===== src/rtl/rf_wb_arbiter_if.sv =====
// Bundle of the two writeback request channels, issue hold, and the
// register-file write port plus busy mask published to decode.
interface rf_wb_arbiter_if;
  logic        a_valid;
  logic        a_ready;
  logic [4:0]  a_addr;
  logic [31:0] a_data;
  logic        b_valid;
  logic        b_ready;
  logic [4:0]  b_addr;
  logic [31:0] b_data;
  logic        hold;
  logic        rf_wen;
  logic [4:0]  rf_waddr;
  logic [31:0] rf_wdata;
  logic [31:0] busy_mask;

  modport master (
    output a_valid, a_addr, a_data, b_valid, b_addr, b_data, hold,
    input  a_ready, b_ready, rf_wen, rf_waddr, rf_wdata, busy_mask
  );

  modport slave (
    input  a_valid, a_addr, a_data, b_valid, b_addr, b_data, hold,
    output a_ready, b_ready, rf_wen, rf_waddr, rf_wdata, busy_mask
  );
endinterface


===== src/rtl/rf_wb_arbiter.sv =====
// Two-requester register-file writeback arbiter: 2-deep tagged FIFOs per
// requester, round-robin issue with oldest-first ordering on same-register heads.
module rf_wb_arbiter #(
  parameter int DEPTH = 2,
  parameter int SEQ_W = 4
) (
  input  logic           clk,
  input  logic           rst,
  rf_wb_arbiter_if.slave bus
);

  typedef struct packed {
    logic [4:0]       addr;
    logic [31:0]      data;
    logic [SEQ_W-1:0] tag;
  } entry_t;

  localparam logic [1:0] FULL_CNT = 2'(DEPTH);

  entry_t           a_mem_q [DEPTH];
  entry_t           a_mem_d [DEPTH];
  entry_t           b_mem_q [DEPTH];
  entry_t           b_mem_d [DEPTH];
  logic [1:0]       a_cnt_q, a_cnt_d;
  logic [1:0]       b_cnt_q, b_cnt_d;
  logic             rr_q, rr_d;
  logic [SEQ_W-1:0] seq_q, seq_d;
  logic             wen_q, wen_d;
  logic [4:0]       waddr_q, waddr_d;
  logic [31:0]      wdata_q, wdata_d;
  logic [31:0]      busy_q, busy_d;

  logic             a_ready_s, b_ready_s;
  logic             push_a_s, push_b_s;
  logic             pop_a_s, pop_b_s;
  logic [SEQ_W-1:0] tag_a_s, tag_b_s;
  logic [SEQ_W-1:0] age_s;
  entry_t           issue_s;

  // Ready is a pure function of registered occupancy, never of valid.
  assign a_ready_s = (a_cnt_q != FULL_CNT);
  assign b_ready_s = (b_cnt_q != FULL_CNT);
  assign push_a_s  = bus.a_valid & a_ready_s;
  assign push_b_s  = bus.b_valid & b_ready_s;
  assign age_s     = b_mem_q[0].tag - a_mem_q[0].tag;
  assign issue_s   = pop_a_s ? a_mem_q[0] : b_mem_q[0];

  // Arrival tagging: A takes the lower tag when both arrive together.
  always_comb begin
    tag_a_s = seq_q;
    tag_b_s = seq_q + {{(SEQ_W-1){1'b0}}, push_a_s};
    seq_d   = seq_q + {{(SEQ_W-1){1'b0}}, push_a_s} + {{(SEQ_W-1){1'b0}}, push_b_s};
  end

  // Issue selection; same-register heads drain oldest first without moving the pointer.
  always_comb begin
    pop_a_s = 1'b0;
    pop_b_s = 1'b0;
    rr_d    = rr_q;
    if (!bus.hold) begin
      if ((a_cnt_q != 2'd0) && (b_cnt_q == 2'd0)) begin
        pop_a_s = 1'b1;
      end else if ((a_cnt_q == 2'd0) && (b_cnt_q != 2'd0)) begin
        pop_b_s = 1'b1;
      end else if ((a_cnt_q != 2'd0) && (b_cnt_q != 2'd0)) begin
        if ((a_mem_q[0].addr == b_mem_q[0].addr) && (a_mem_q[0].addr != 5'd0)) begin
          // age in 1..half-range means B arrived after A
          if ((age_s != {SEQ_W{1'b0}}) && !age_s[SEQ_W-1]) begin
            pop_a_s = 1'b1;
          end else begin
            pop_b_s = 1'b1;
          end
        end else begin
          pop_a_s = ~rr_q;
          pop_b_s = rr_q;
          rr_d    = ~rr_q;
        end
      end else begin
        rr_d = rr_q;
      end
    end else begin
      rr_d = rr_q;
    end
  end

  // Shift-style FIFOs: slot 0 is always the head.
  always_comb begin
    a_mem_d = a_mem_q;
    b_mem_d = b_mem_q;
    a_cnt_d = a_cnt_q;
    b_cnt_d = b_cnt_q;
    if (pop_a_s) begin
      a_mem_d[0] = a_mem_q[1];
      a_cnt_d    = a_cnt_q - 2'd1;
    end else begin
      a_cnt_d = a_cnt_q;
    end
    if (pop_b_s) begin
      b_mem_d[0] = b_mem_q[1];
      b_cnt_d    = b_cnt_q - 2'd1;
    end else begin
      b_cnt_d = b_cnt_q;
    end
    if (push_a_s) begin
      a_mem_d[a_cnt_d[0]] = {bus.a_addr, bus.a_data, tag_a_s};
      a_cnt_d             = a_cnt_d + 2'd1;
    end else begin
      a_cnt_d = a_cnt_d;
    end
    if (push_b_s) begin
      b_mem_d[b_cnt_d[0]] = {bus.b_addr, bus.b_data, tag_b_s};
      b_cnt_d             = b_cnt_d + 2'd1;
    end else begin
      b_cnt_d = b_cnt_d;
    end
  end

  // Output stage: one-cycle write strobe, suppressed for register zero.
  always_comb begin
    wen_d   = 1'b0;
    waddr_d = waddr_q;
    wdata_d = wdata_q;
    if (pop_a_s || pop_b_s) begin
      wen_d   = (issue_s.addr != 5'd0);
      waddr_d = issue_s.addr;
      wdata_d = issue_s.data;
    end else begin
      wen_d = 1'b0;
    end
  end

  // Busy mask built from next-state contents so it can be registered.
  always_comb begin
    busy_d = 32'h0000_0000;
    for (int i = 0; i < DEPTH; i++) begin
      busy_d[a_mem_d[i].addr] = busy_d[a_mem_d[i].addr] | (i < int'(a_cnt_d));
      busy_d[b_mem_d[i].addr] = busy_d[b_mem_d[i].addr] | (i < int'(b_cnt_d));
    end
    busy_d[waddr_d] = busy_d[waddr_d] | wen_d;
    busy_d[0]       = 1'b0;
  end

  // State registers with synchronous reset.
  always_ff @(posedge clk) begin
    if (rst) begin
      for (int i = 0; i < DEPTH; i++) begin
        a_mem_q[i] <= '0;
        b_mem_q[i] <= '0;
      end
      a_cnt_q <= 2'd0;
      b_cnt_q <= 2'd0;
      rr_q    <= 1'b0;
      seq_q   <= {SEQ_W{1'b0}};
      wen_q   <= 1'b0;
      waddr_q <= 5'd0;
      wdata_q <= 32'h0000_0000;
      busy_q  <= 32'h0000_0000;
    end else begin
      a_mem_q <= a_mem_d;
      b_mem_q <= b_mem_d;
      a_cnt_q <= a_cnt_d;
      b_cnt_q <= b_cnt_d;
      rr_q    <= rr_d;
      seq_q   <= seq_d;
      wen_q   <= wen_d;
      waddr_q <= waddr_d;
      wdata_q <= wdata_d;
      busy_q  <= busy_d;
    end
  end

  assign bus.a_ready   = a_ready_s;
  assign bus.b_ready   = b_ready_s;
  assign bus.rf_wen    = wen_q;
  assign bus.rf_waddr  = waddr_q;
  assign bus.rf_wdata  = wdata_q;
  assign bus.busy_mask = busy_q;

endmodule


===== src/flat_wrapper.sv =====
// flat-port wrapper written by rule: the top's interface ports become plain ports
module rf_wb_arbiter_flat 
#(
  parameter int DEPTH = 2,
  parameter int SEQ_W = 4
)
  (clk, rst, bus_a_valid, bus_a_addr, bus_a_data, bus_b_valid, bus_b_addr, bus_b_data, bus_hold, bus_a_ready, bus_b_ready, bus_rf_wen, bus_rf_waddr, bus_rf_wdata, bus_busy_mask);
  rf_wb_arbiter_if bus_i ();
  input  logic clk;
  input  logic rst;
  input wire logic [$bits(bus_i.a_valid)-1:0] bus_a_valid;
  input wire logic [$bits(bus_i.a_addr)-1:0] bus_a_addr;
  input wire logic [$bits(bus_i.a_data)-1:0] bus_a_data;
  input wire logic [$bits(bus_i.b_valid)-1:0] bus_b_valid;
  input wire logic [$bits(bus_i.b_addr)-1:0] bus_b_addr;
  input wire logic [$bits(bus_i.b_data)-1:0] bus_b_data;
  input wire logic [$bits(bus_i.hold)-1:0] bus_hold;
  output wire logic [$bits(bus_i.a_ready)-1:0] bus_a_ready;
  output wire logic [$bits(bus_i.b_ready)-1:0] bus_b_ready;
  output wire logic [$bits(bus_i.rf_wen)-1:0] bus_rf_wen;
  output wire logic [$bits(bus_i.rf_waddr)-1:0] bus_rf_waddr;
  output wire logic [$bits(bus_i.rf_wdata)-1:0] bus_rf_wdata;
  output wire logic [$bits(bus_i.busy_mask)-1:0] bus_busy_mask;
  assign bus_i.a_valid = bus_a_valid;
  assign bus_i.a_addr = bus_a_addr;
  assign bus_i.a_data = bus_a_data;
  assign bus_i.b_valid = bus_b_valid;
  assign bus_i.b_addr = bus_b_addr;
  assign bus_i.b_data = bus_b_data;
  assign bus_i.hold = bus_hold;
  assign bus_a_ready = bus_i.a_ready;
  assign bus_b_ready = bus_i.b_ready;
  assign bus_rf_wen = bus_i.rf_wen;
  assign bus_rf_waddr = bus_i.rf_waddr;
  assign bus_rf_wdata = bus_i.rf_wdata;
  assign bus_busy_mask = bus_i.busy_mask;
  rf_wb_arbiter #(.DEPTH(DEPTH), .SEQ_W(SEQ_W)) u_core (.clk(clk), .rst(rst), .bus(bus_i));
endmodule

===== config.mk =====
export PLATFORM = sky130hd
export DESIGN_NAME = rf_wb_arbiter_flat
export DESIGN_NICKNAME = d
export VERILOG_FILES = /design/src/rtl/rf_wb_arbiter_if.sv /design/src/rtl/rf_wb_arbiter.sv /design/src/flat_wrapper.sv
export SDC_FILE = /design/constraint.sdc
export NUM_CORES = 1
export LEC_CHECK = 0
export CORE_MARGIN = 2
export CORE_UTILIZATION = 52
export CTS_CLUSTER_SIZE = 40
export DETAILED_ROUTE_END_ITERATION = 10
export MAX_ROUTING_LAYER = met4
export PLACE_DENSITY = 0.85
export SYNTH_ARGS = -nofsm -noshare
export SYNTH_HDL_FRONTEND = slang
export SYNTH_SLANG_ARGS = --single-unit

===== constraint.sdc =====
create_clock -name clk -period 13.53 [get_ports clk]
set_clock_uncertainty 0.1 [all_clocks]
set_input_delay 2.0295 -clock clk [delete_from_list [all_inputs] [get_ports clk]]
set_output_delay 2.0295 -clock clk [all_outputs]
set_load 0.01 [all_outputs]

==> flow_summary.yaml <==
run_status:
  status: "complete, no violations"
floorplanning:
  dieHeight_um: 174
  core_mm2: 0.0285
  io_pins: 151
  die_area_mm2: 0.0301
  num_rows: 62
  initial_core_util_pct: 52.5
  fp.dieW_um: 174
synthesis:
  syn_inst: 1942
  synthAdderAreaFrac_pct: 1.47
  synth_common_cells: "nor2_1 (331), nand2_1 (319), dfxtp_1 (242)"
  synth-edff-count: 0
  synthArstFlopShare_pct: 0
  synth_top_family_by_area: "compound AO/OA/AOI/OAI gates"
  ys_top_cells_by_area: "dfxtp_1 (32%), nor2_1 (8.3%), nand2_1 (8.0%), mux2i_1 (7.8%), a311oi_1 (4.3%)"
  synth_xor_area_share_pct: 0.937
  ys_types: 100
  syn-cell-area_mm2: 0.0150
  synth_top_area_share_pct: 32.4
  synth_top_area_cell: "dfxtp_1"
  synth_compound_area_share_pct: 25.1
  synth_fp_nets: 2038
  seq_area_frac_synth_pct: 32.4
  ys.flop_type: "dfxtp_1"
  avgSynthCellArea_um2: 7.70
  yosys.cell_count.top_type: "nor2_1"
  yosysWarnings: 0
  synth_mux_area_share_pct: 10.6
  ys_ff_latch: 242
  synth-simple-area-share_pct: 25.0
cts:
  postCtsHoldBufs: 0
  cts.path.max_buffers: 3
  numCtsBuffers: 25
  cts_root_buffer: "clkbuf_16"
  htreeDepth: 1
  cts.repair.resized: 0
  cts_sinks: 242
  path_clk_slew_ns: 0.06
  cts_tree: "yes"
  postCtsSetupBuffers: 0
  worstSkewPairLatency_ns: 0.55
place:
  place_congestion: 0.980
  dp_hpwl_um: 41200
  place_area_mm2: 0.0166
  numPortBuffers: 149
cells_and_area:
  fin_nets: 2106
  finalInstanceArea_mm2: 0.0174
  post-route-util_pct: 61.1
  area_growth_pct: 16.4
  drive_gt1_share_pct: 8.24
  num_antenna_cells: 0
timing:
  setup_viol: 0
  tightest_slew_ns: 1.10
  slew_headroom_pct: 25.2
  fmax_mhz: 106
  finalWorstPathRequiredPeriod_ns: 9.44
  layout_worst_path_cycle_share_pct: 69.8
  fin_tns_setup_ns: 0
  grt_setup_unrepaired: "false"
  finalHoldViolations: 0
  slew_viol_final: 0
drt:
  drc: 0
  drt_pass1_iterations: 6
  wire_per_inst_um: 24.2
  viasPerCell: 6.62
  vias: 16000
  initialDrtViolationCount: 1658
  drtAntennaViolNets: 0
  finalWirelength_um: 58300
pwr:
  power_density_mw_per_mm2: 280
  p_leak_nw: 6.06
  ir_drop_uv: 195
grt:
  grt_max_degree: 107
  overflow: 0
  antenna_found_initial: 0
  first_global_vias: 15500
  track_usage_pct: 38.8
  grt_pass1_wl_um: 89500
setup_path:
  startpoint_type: "input port"
  max_stage_delay_ns: 0.89
  end_kind: "flip-flop"
  cp_max_fo: 62
  cp.arrival_ns: 9.78
  worstSetupPathType: "input port to flip-flop"
  reg2reg_setup_slack_ns: 4.27
  crit_path_frequent_cell: "a31oi_2"
  required_ns: 13.88
  crit_chain: "clkdlybuf4s50_1, nor2b_1, o21a_1, a21oi_4, buf_4, xnor2_1, ha_2, nor4_1, o21ai_0, nand3_1, or4_1, o22ai_1, a31oi_2, nand2_2, o21bai_4, or3_1, a31oi_2, o21ai_2, a31oi_2, a211oi_2, nor4_2, a221oi_1"
  slowest_stage: "or4_1"
job:
  max_cap_violations: 0
hold_path:
  hp-class: "flip-flop to flip-flop"
==> power by group <==
part	switching (mW)	internal [mW]	leakage, nW
registers	0.149	0.923	1.98
clock network	0.306	0.398	0.407
logic	2.14	0.951	3.68
==> layout make-up <==
type / count / area [um2]
clock inverter: 12 / 138
timing repair buffer: 176 / 1700
fill: 2470 / 11100
multi-input combinational: 1543 / 9480
sequential: 242 / 4840
inverter: 22 / 82.6
clock buffer: 32 / 682
tap: 384 / 480
==> logic make-up (layout without fill, tap and decap cells) <==
group           Yosys count  after routing
xor+xnor                 16             16
flops                   242            242
compound gates          499            499
simple gates            861            861
mux                     149            149
buf+inv                 157            242
fa+ha+maj                17             17
other cells               1              1
==> per-layer routing <==
layer  GRT usage (%)  vias up  share of wire (%)
met5               -        -                  0
met4            19.1        0                5.3
met3            6.95      200                8.1
met2            62.8      845                 47
met1            46.5     7707                 40
li1                -     7214                  -
==> layout by cell type, fill, tap and decap left out, types with 7 or more instances in the layout <==
cell type / synthesis / routed
nor2_1: 331 / 330
o21ai_1: 12 / 12
nor2b_1: 12 / 12
buf_4: 4 / 27
or3_1: 9 / 9
clkbuf_16: 0 / 25
nand4_1: 11 / 11
and3_1: 8 / 8
a211oi_2: 7 / 7
xor2_1: 8 / 8
o22ai_1: 10 / 10
dfxtp_1: 242 / 242
o2111ai_1: 8 / 8
clkdlybuf4s50_1: 0 / 148
mux2_2: 24 / 24
a21o_1: 13 / 13
a22oi_1: 37 / 37
o211ai_1: 22 / 22
a31oi_1: 16 / 16
nand2_1: 319 / 318
a21oi_1: 109 / 109
nor4_1: 11 / 11
mux2i_2: 6 / 7
nor3_1: 47 / 47
nand3_1: 49 / 49
ha_1: 16 / 14
a211oi_1: 27 / 27
a311oi_1: 74 / 74
inv_1: 22 / 22
a221oi_1: 14 / 14
xnor2_1: 8 / 8
nand2b_1: 15 / 14
o31ai_1: 15 / 15
mux2i_1: 116 / 115
o21ai_0: 41 / 41
==> path summary, 6_finish.rpt <==
check	startpoint	end	cells after the start
setup / recovery	bus_hold	u_core.bus.busy_mask[25]$_SDFF_PP0_	22
hold / removal	u_core.bus.rf_wdata[20]$_SDFFE_PP0N_	u_core.bus.rf_wdata[20]$_SDFFE_PP0N_	2
setup reg to reg	u_core.a_cnt_q[0]$_SDFF_PP0_	u_core.bus.busy_mask[25]$_SDFF_PP0_	26
hold reg to reg	u_core.bus.rf_wdata[20]$_SDFFE_PP0N_	u_core.bus.rf_wdata[20]$_SDFFE_PP0N_	2
==> stage by stage <==
step | std cells | worst slack, ns | hold WS (ns) | power, mW
final | 2411 | 4.09 | 0.355 | 4.87
after floorplan | 1942 | 6.22 | 0.354 | 3.12
after global placement | 2367 | 3.95 | 0.346 | 4.03
after CTS | 2411 | 4.27 | 0.354 | 4.78
after detailed placement | 2367 | 3.72 | 0.346 | 4.06
after global routing | 2411 | 3.65 | 0.382 | 5.12
==> worst max-delay path: cells and delay by family <==
kind	cells	cell delay, ns
adder cells (fa/ha/maj)	1	0.43
AND/OR/NAND/NOR	7	2.52
buffers and inverters	2	1.13
XOR/XNOR	1	0.18
AO/OA/AOI/OAI	11	3.47
(Power assumes the default switching activity.)
